## config.mk

```make
export PLATFORM = sky130hd
export DESIGN_NAME = apb_arb2
export DESIGN_NICKNAME = d
export VERILOG_FILES = /design/src/rtl/apb_arb2.sv
export SDC_FILE = /design/constraint.sdc
export NUM_CORES = 1
export LEC_CHECK = 0
export BUFFER_PORTS_ARGS = -buffer_cell sky130_fd_sc_hd__buf_2
export CAP_MARGIN = 5
export CORE_MARGIN = 3
export CORE_UTILIZATION = 50
export DETAILED_ROUTE_END_ITERATION = 8
export GPL_ROUTABILITY_DRIVEN = 1
export PLACE_DENSITY = 0.81
export SLEW_MARGIN = 30
export SYNTH_ARGS = -nofsm -noshare
export SYNTH_HDL_FRONTEND = slang
export SYNTH_SLANG_ARGS = --single-unit
```

## constraint.sdc

```tcl
create_clock -name PCLK -period 2.5 [get_ports PCLK]
set_clock_uncertainty 0.1 [all_clocks]
set_input_delay 0.25 -clock PCLK [delete_from_list [all_inputs] [get_ports PCLK]]
set_output_delay 0.25 -clock PCLK [all_outputs]
set_load 0.02 [all_outputs]
```

## src/rtl/apb_arb2.sv

```systemverilog
// Two-requester APB arbiter: round-robin serialisation of two APB completer ports onto one
// downstream APB requester port, with a watchdog that aborts hung downstream transfers.
module apb_arb2 #(
    parameter int unsigned ADDR_W  = 5,
    parameter int unsigned DATA_W  = 8,
    parameter int unsigned TIMEOUT = 255
) (
    input  logic              PCLK,
    input  logic              PRESET,
    input  logic              S0_PSEL,
    input  logic [ADDR_W-1:0] S0_PADDR,
    input  logic              S0_PENABLE,
    input  logic              S0_PWRITE,
    input  logic [DATA_W-1:0] S0_PWDATA,
    output logic [DATA_W-1:0] S0_PRDATA,
    output logic              S0_PREADY,
    output logic              S0_PSLVERR,
    input  logic              S1_PSEL,
    input  logic [ADDR_W-1:0] S1_PADDR,
    input  logic              S1_PENABLE,
    input  logic              S1_PWRITE,
    input  logic [DATA_W-1:0] S1_PWDATA,
    output logic [DATA_W-1:0] S1_PRDATA,
    output logic              S1_PREADY,
    output logic              S1_PSLVERR,
    output logic              M_PSEL,
    output logic [ADDR_W-1:0] M_PADDR,
    output logic              M_PENABLE,
    output logic              M_PWRITE,
    output logic [DATA_W-1:0] M_PWDATA,
    input  logic [DATA_W-1:0] M_PRDATA,
    input  logic              M_PREADY,
    output logic              GNT
);
    localparam int unsigned CntW = (TIMEOUT > 0) ? $clog2(TIMEOUT + 1) : 1;
    localparam logic [CntW-1:0] CntLast = (TIMEOUT > 0) ? CntW'(TIMEOUT - 1) : '0;

    typedef enum logic [1:0] {StIdle, StSetup, StAccess, StDone} state_e;

    state_e            state_q;
    logic              prio_q;
    logic [CntW-1:0]   cnt_q;
    logic              gnt_q;
    logic              m_psel_q;
    logic              m_penable_q;
    logic              m_pwrite_q;
    logic [ADDR_W-1:0] m_paddr_q;
    logic [DATA_W-1:0] m_pwdata_q;
    logic              s0_pready_q;
    logic              s0_pslverr_q;
    logic [DATA_W-1:0] s0_prdata_q;
    logic              s1_pready_q;
    logic              s1_pslverr_q;
    logic [DATA_W-1:0] s1_prdata_q;

    logic pend0;
    logic pend1;
    logic pick;
    logic timeout_hit;

    // prio_q names the requester that wins a tie; it flips away from whoever was last served.
    always_comb begin
        pend0       = S0_PSEL & ~s0_pready_q;
        pend1       = S1_PSEL & ~s1_pready_q;
        pick        = (pend0 & pend1) ? prio_q : pend1;
        timeout_hit = (TIMEOUT != 0) && (cnt_q == CntLast);
    end

    always_ff @(posedge PCLK) begin
        if (PRESET) begin
            state_q      <= StIdle;
            prio_q       <= 1'b0;
            cnt_q        <= '0;
            gnt_q        <= 1'b0;
            m_psel_q     <= 1'b0;
            m_penable_q  <= 1'b0;
            m_pwrite_q   <= 1'b0;
            m_paddr_q    <= '0;
            m_pwdata_q   <= '0;
            s0_pready_q  <= 1'b0;
            s0_pslverr_q <= 1'b0;
            s0_prdata_q  <= '0;
            s1_pready_q  <= 1'b0;
            s1_pslverr_q <= 1'b0;
            s1_prdata_q  <= '0;
        end else begin
            s0_pready_q  <= 1'b0;
            s0_pslverr_q <= 1'b0;
            s1_pready_q  <= 1'b0;
            s1_pslverr_q <= 1'b0;
            unique case (state_q)
                StIdle: begin
                    if (pend0 | pend1) begin
                        gnt_q      <= pick;
                        m_paddr_q  <= pick ? S1_PADDR : S0_PADDR;
                        m_pwrite_q <= pick ? S1_PWRITE : S0_PWRITE;
                        m_pwdata_q <= pick ? S1_PWDATA : S0_PWDATA;
                        m_psel_q   <= 1'b1;
                        state_q    <= StSetup;
                    end
                end
                StSetup: begin
                    m_penable_q <= 1'b1;
                    cnt_q       <= '0;
                    state_q     <= StAccess;
                end
                StAccess: begin
                    // A completer answering on the last allowed cycle still wins over the watchdog.
                    if (M_PREADY || timeout_hit) begin
                        m_psel_q    <= 1'b0;
                        m_penable_q <= 1'b0;
                        state_q     <= StDone;
                        if (gnt_q) begin
                            s1_pready_q  <= 1'b1;
                            s1_pslverr_q <= ~M_PREADY;
                            s1_prdata_q  <= M_PREADY ? M_PRDATA : '1;
                        end else begin
                            s0_pready_q  <= 1'b1;
                            s0_pslverr_q <= ~M_PREADY;
                            s0_prdata_q  <= M_PREADY ? M_PRDATA : '1;
                        end
                    end else begin
                        cnt_q <= cnt_q + 1'b1;
                    end
                end
                StDone: begin
                    prio_q  <= ~gnt_q;
                    cnt_q   <= '0;
                    state_q <= StIdle;
                end
                default: state_q <= StIdle;
            endcase
        end
    end

    assign M_PSEL     = m_psel_q;
    assign M_PENABLE  = m_penable_q;
    assign M_PWRITE   = m_pwrite_q;
    assign M_PADDR    = m_paddr_q;
    assign M_PWDATA   = m_pwdata_q;
    assign GNT        = gnt_q;
    assign S0_PREADY  = s0_pready_q;
    assign S0_PSLVERR = s0_pslverr_q;
    assign S0_PRDATA  = s0_prdata_q;
    assign S1_PREADY  = s1_pready_q;
    assign S1_PSLVERR = s1_pslverr_q;
    assign S1_PRDATA  = s1_prdata_q;

endmodule

```

==> results.ini <==
[status]
outcome=completed

[logic_synthesis]
synth_area_um2=2140
ys_ff_latch=48
synth_nets=251
netlist.area_leader.share_pct=44.9
synthFlopType=dfxtp_1
synth_area_leaders=dfxtp_1 45%, o221a_2 8.9%, mux2i_1 6.5%
syn_area_per_cell_um2=10.7
synthArstFlopShare_pct=0
synth_cells=201
synth_edf_count=0
ys_warn_count=0
yosysTopAreaCell=dfxtp_1
synth.distinct_cells=43
yosysSeqAreaShare_pct=44.9

[cts]
insertion_delay_ns=0.29
cts-root-buf=clkbuf_8
post-cts-setup-buffers=0
cts.repair.resized=0
h-tree-depth=2
cts_buffers=5
tritoncts=done
clk_pin_slew_worst_paths_ns=0.09
clockBufferDepth=2
cts.sinks=48
ctsHoldBuffers=0

[power_and_ir_drop]
power.switching_uw=932
intPower_mw=1.77
pwr-share-seq_pct=36.8
netSwitchingFraction_pct=34.5
p_total_mw=2.70
pwr-share-clk_pct=27.9
p_leak_nw=1.22
p_per_area_nw_per_um2=1000
peakVddDrop_uv=569
pwr-share-comb_pct=35.4

[run]
drv_cap=0

[critical_path]
worstPathRequired_ns=2.61
worstSetupPathType=reg -> reg
crit_path_end_kind=flip-flop
max_stage_delay_ns=0.38
crit_path_top_delay_cell=o211ai_2
startpoint_type=flip-flop
crit_fanout=8
cp_cell_sequence=inv_1 -> ha_1 -> nand4_1 -> o211ai_2 -> a21oi_1 -> o32ai_2
arrival_ns=1.95

[sta]
fin_crit_sh_pct=73.4
whs_ns=0.117
setup_viol=0
slew_violations=0
clock.fmax_ghz=0.545
period_minus_slack_ns=1.84
hold_violations=0
final.setup.tns_ns=0
worst_pin_slew_ns=0.487
relSlewSlack_pct=67.5
setup_ws_ns=0.664
rsz0062_at_grt=false

[die]
dieArea_um2=5110
ios=80
core_area_um2=4060
rows=23
die_x_um=71.5
start_util_pct=52.8
die_y_um=71.5

[routing]
via_per_inst=5.69
ant_nets=0
wire_per_inst_um=14.6
post-route-drc-count=0
routed_wirelength_um=4790
vias=1867
drt_pre_antenna_iters=4
drt_iter0_drc=76

[finish]
multi_input_area_um2=1090
drive_gt1_share_pct=42.1
ff_latch_area_um2=961
fillCellCount=329
layout.nets=327
design_area_um2=2700
insertedDiodeCount=0
syn2layout_area_growth_pct=26.0

[grt]
first_global_vias=1651
grtUsageTotal_pct=18.7
grt_max_degree=27
antenna_found_initial=0
gr-total-overflow=0
grt_first_pass_wirelength_um=7620

[place]
numPortBuffers=77
dpl_cell_area_um2=2540
dp_hpwl_um=3450
place.gp.congestion=0.826
preCtsSetupSlack_ns=0.691

[worst_hold_path]
min_path_type=in -> reg

-- routing by layer --
metal  share of wire, %  vias up  global-route usage (%)
met5                  0        -                       0
met4                1.4        0                    6.26
met3                6.1        6                    4.63
met2                 49       50                    31.1
met1                 43      886                    23.6
li1                   -      925                       -
-- path summary, 6_finish.rpt --
| path | from | endpoint | slack (ns) | cells past startpoint |
|---|---|---|---|---|
| worst max register to register | state_q[0] | cnt_q[3] | 0.66 | 6 |
| worst max-delay path | state_q[0] | cnt_q[3] | 0.66 | 6 |
| worst min-delay path | M_PREADY | S0_PSLVERR | 0.12 | 2 |
| worst min register to register | M_PENABLE | M_PENABLE | 0.39 | 2 |
-- cell type report --
cell class	count	area share [%]
multi-input combinational	136	40.4
sequential	48	35.6
inverter	7	0.974
clock inverter	3	3.34
timing repair buffer	79	14.8
tap	50	2.32
clock buffer	5	2.55
-- cells in the final DEF (no fill, tap or decap), drive strengths merged --
cell,count
inv,6
nand4b,1
nand4,2
nor3,2
a31oi,1
o311a,1
and4,1
o21ba,1
nand2b,4
a21oi,9
buf,79
and3,3
nand3,8
o21a,3
o211ai,5
nand2,4
or3,2
o31ai,1
o41ai,3
clkbuf,5
o221a,17
o32ai,1
or2,1
ha,7
dfxtp,48
a21boi,1
bufinv,3
a2bb2oi,1
nor2b,1
o21ai,9
mux2i,14
nor2,18
clkinv,1
a211oi,12
nor4,3
-- power groups by stage --
stage	registers (mW)	clock network (mW)	logic, mW
after floorplan	1.17	0	0.533
after global placement	1.01	0	0.929
after detailed placement	1.01	0	0.951
after CTS	0.995	0.767	0.965
after global routing	1.02	0.796	1.05
final	0.994	0.753	0.957
-- flip-flops by register name (all words and copies together), names as in the netlist, 2 cells and up --
register   flops
M_PADDR        5
M_PWDATA       8
S0_PRDATA      8
S1_PRDATA      8
cnt_q          8
state_q        2
-- critical path: cells and delay by family (launching register included) --
family                     cells  cell delay, ns
AOI/OAI and AO/OA              3            0.69
adders and majority gates      1            0.32
buffers and inverters          1            0.11
DFF                            1            0.34
and+or+nand+nor                1            0.20
-- cell usage after synthesis (2+ instances only) --
cell,n
a211oi_1,11
and3_1,3
clkbuf_1,5
nor4_1,3
buf_2,3
inv_1,6
a21oi_1,8
o21a_1,2
nor3_1,2
o221a_2,17
nand3_1,8
o21ai_0,9
nand2_1,4
o211ai_1,4
or3_1,2
o41ai_1,3
nor2_8,2
dfxtp_1,48
ha_1,7
nor2_1,16
mux2i_1,14
nand2b_1,3
-- logic make-up (layout without fill, tap and decap cells) --
family | Yosys count | in the layout | synth area share, %
muxes | 14 | 14 | 6.54
and+or+nand+nor | 50 | 50 | 14.0
AOI/OAI and AO/OA | 65 | 65 | 26.1
DFF | 48 | 48 | 44.9
buffers and inverters | 17 | 94 | 4.44
adders and majority gates | 7 | 7 | 4.09
-- through the flow --
stage,cells,util [%]
2_1_floorplan,201,-
3_3_place_gp,320,62.6
3_5_place_dp,320,62.6
4_1_cts,328,66.5
5_1_grt,328,66.5
6_report,328,66.5
No activity file was read; power rests on OpenSTA's default activity.
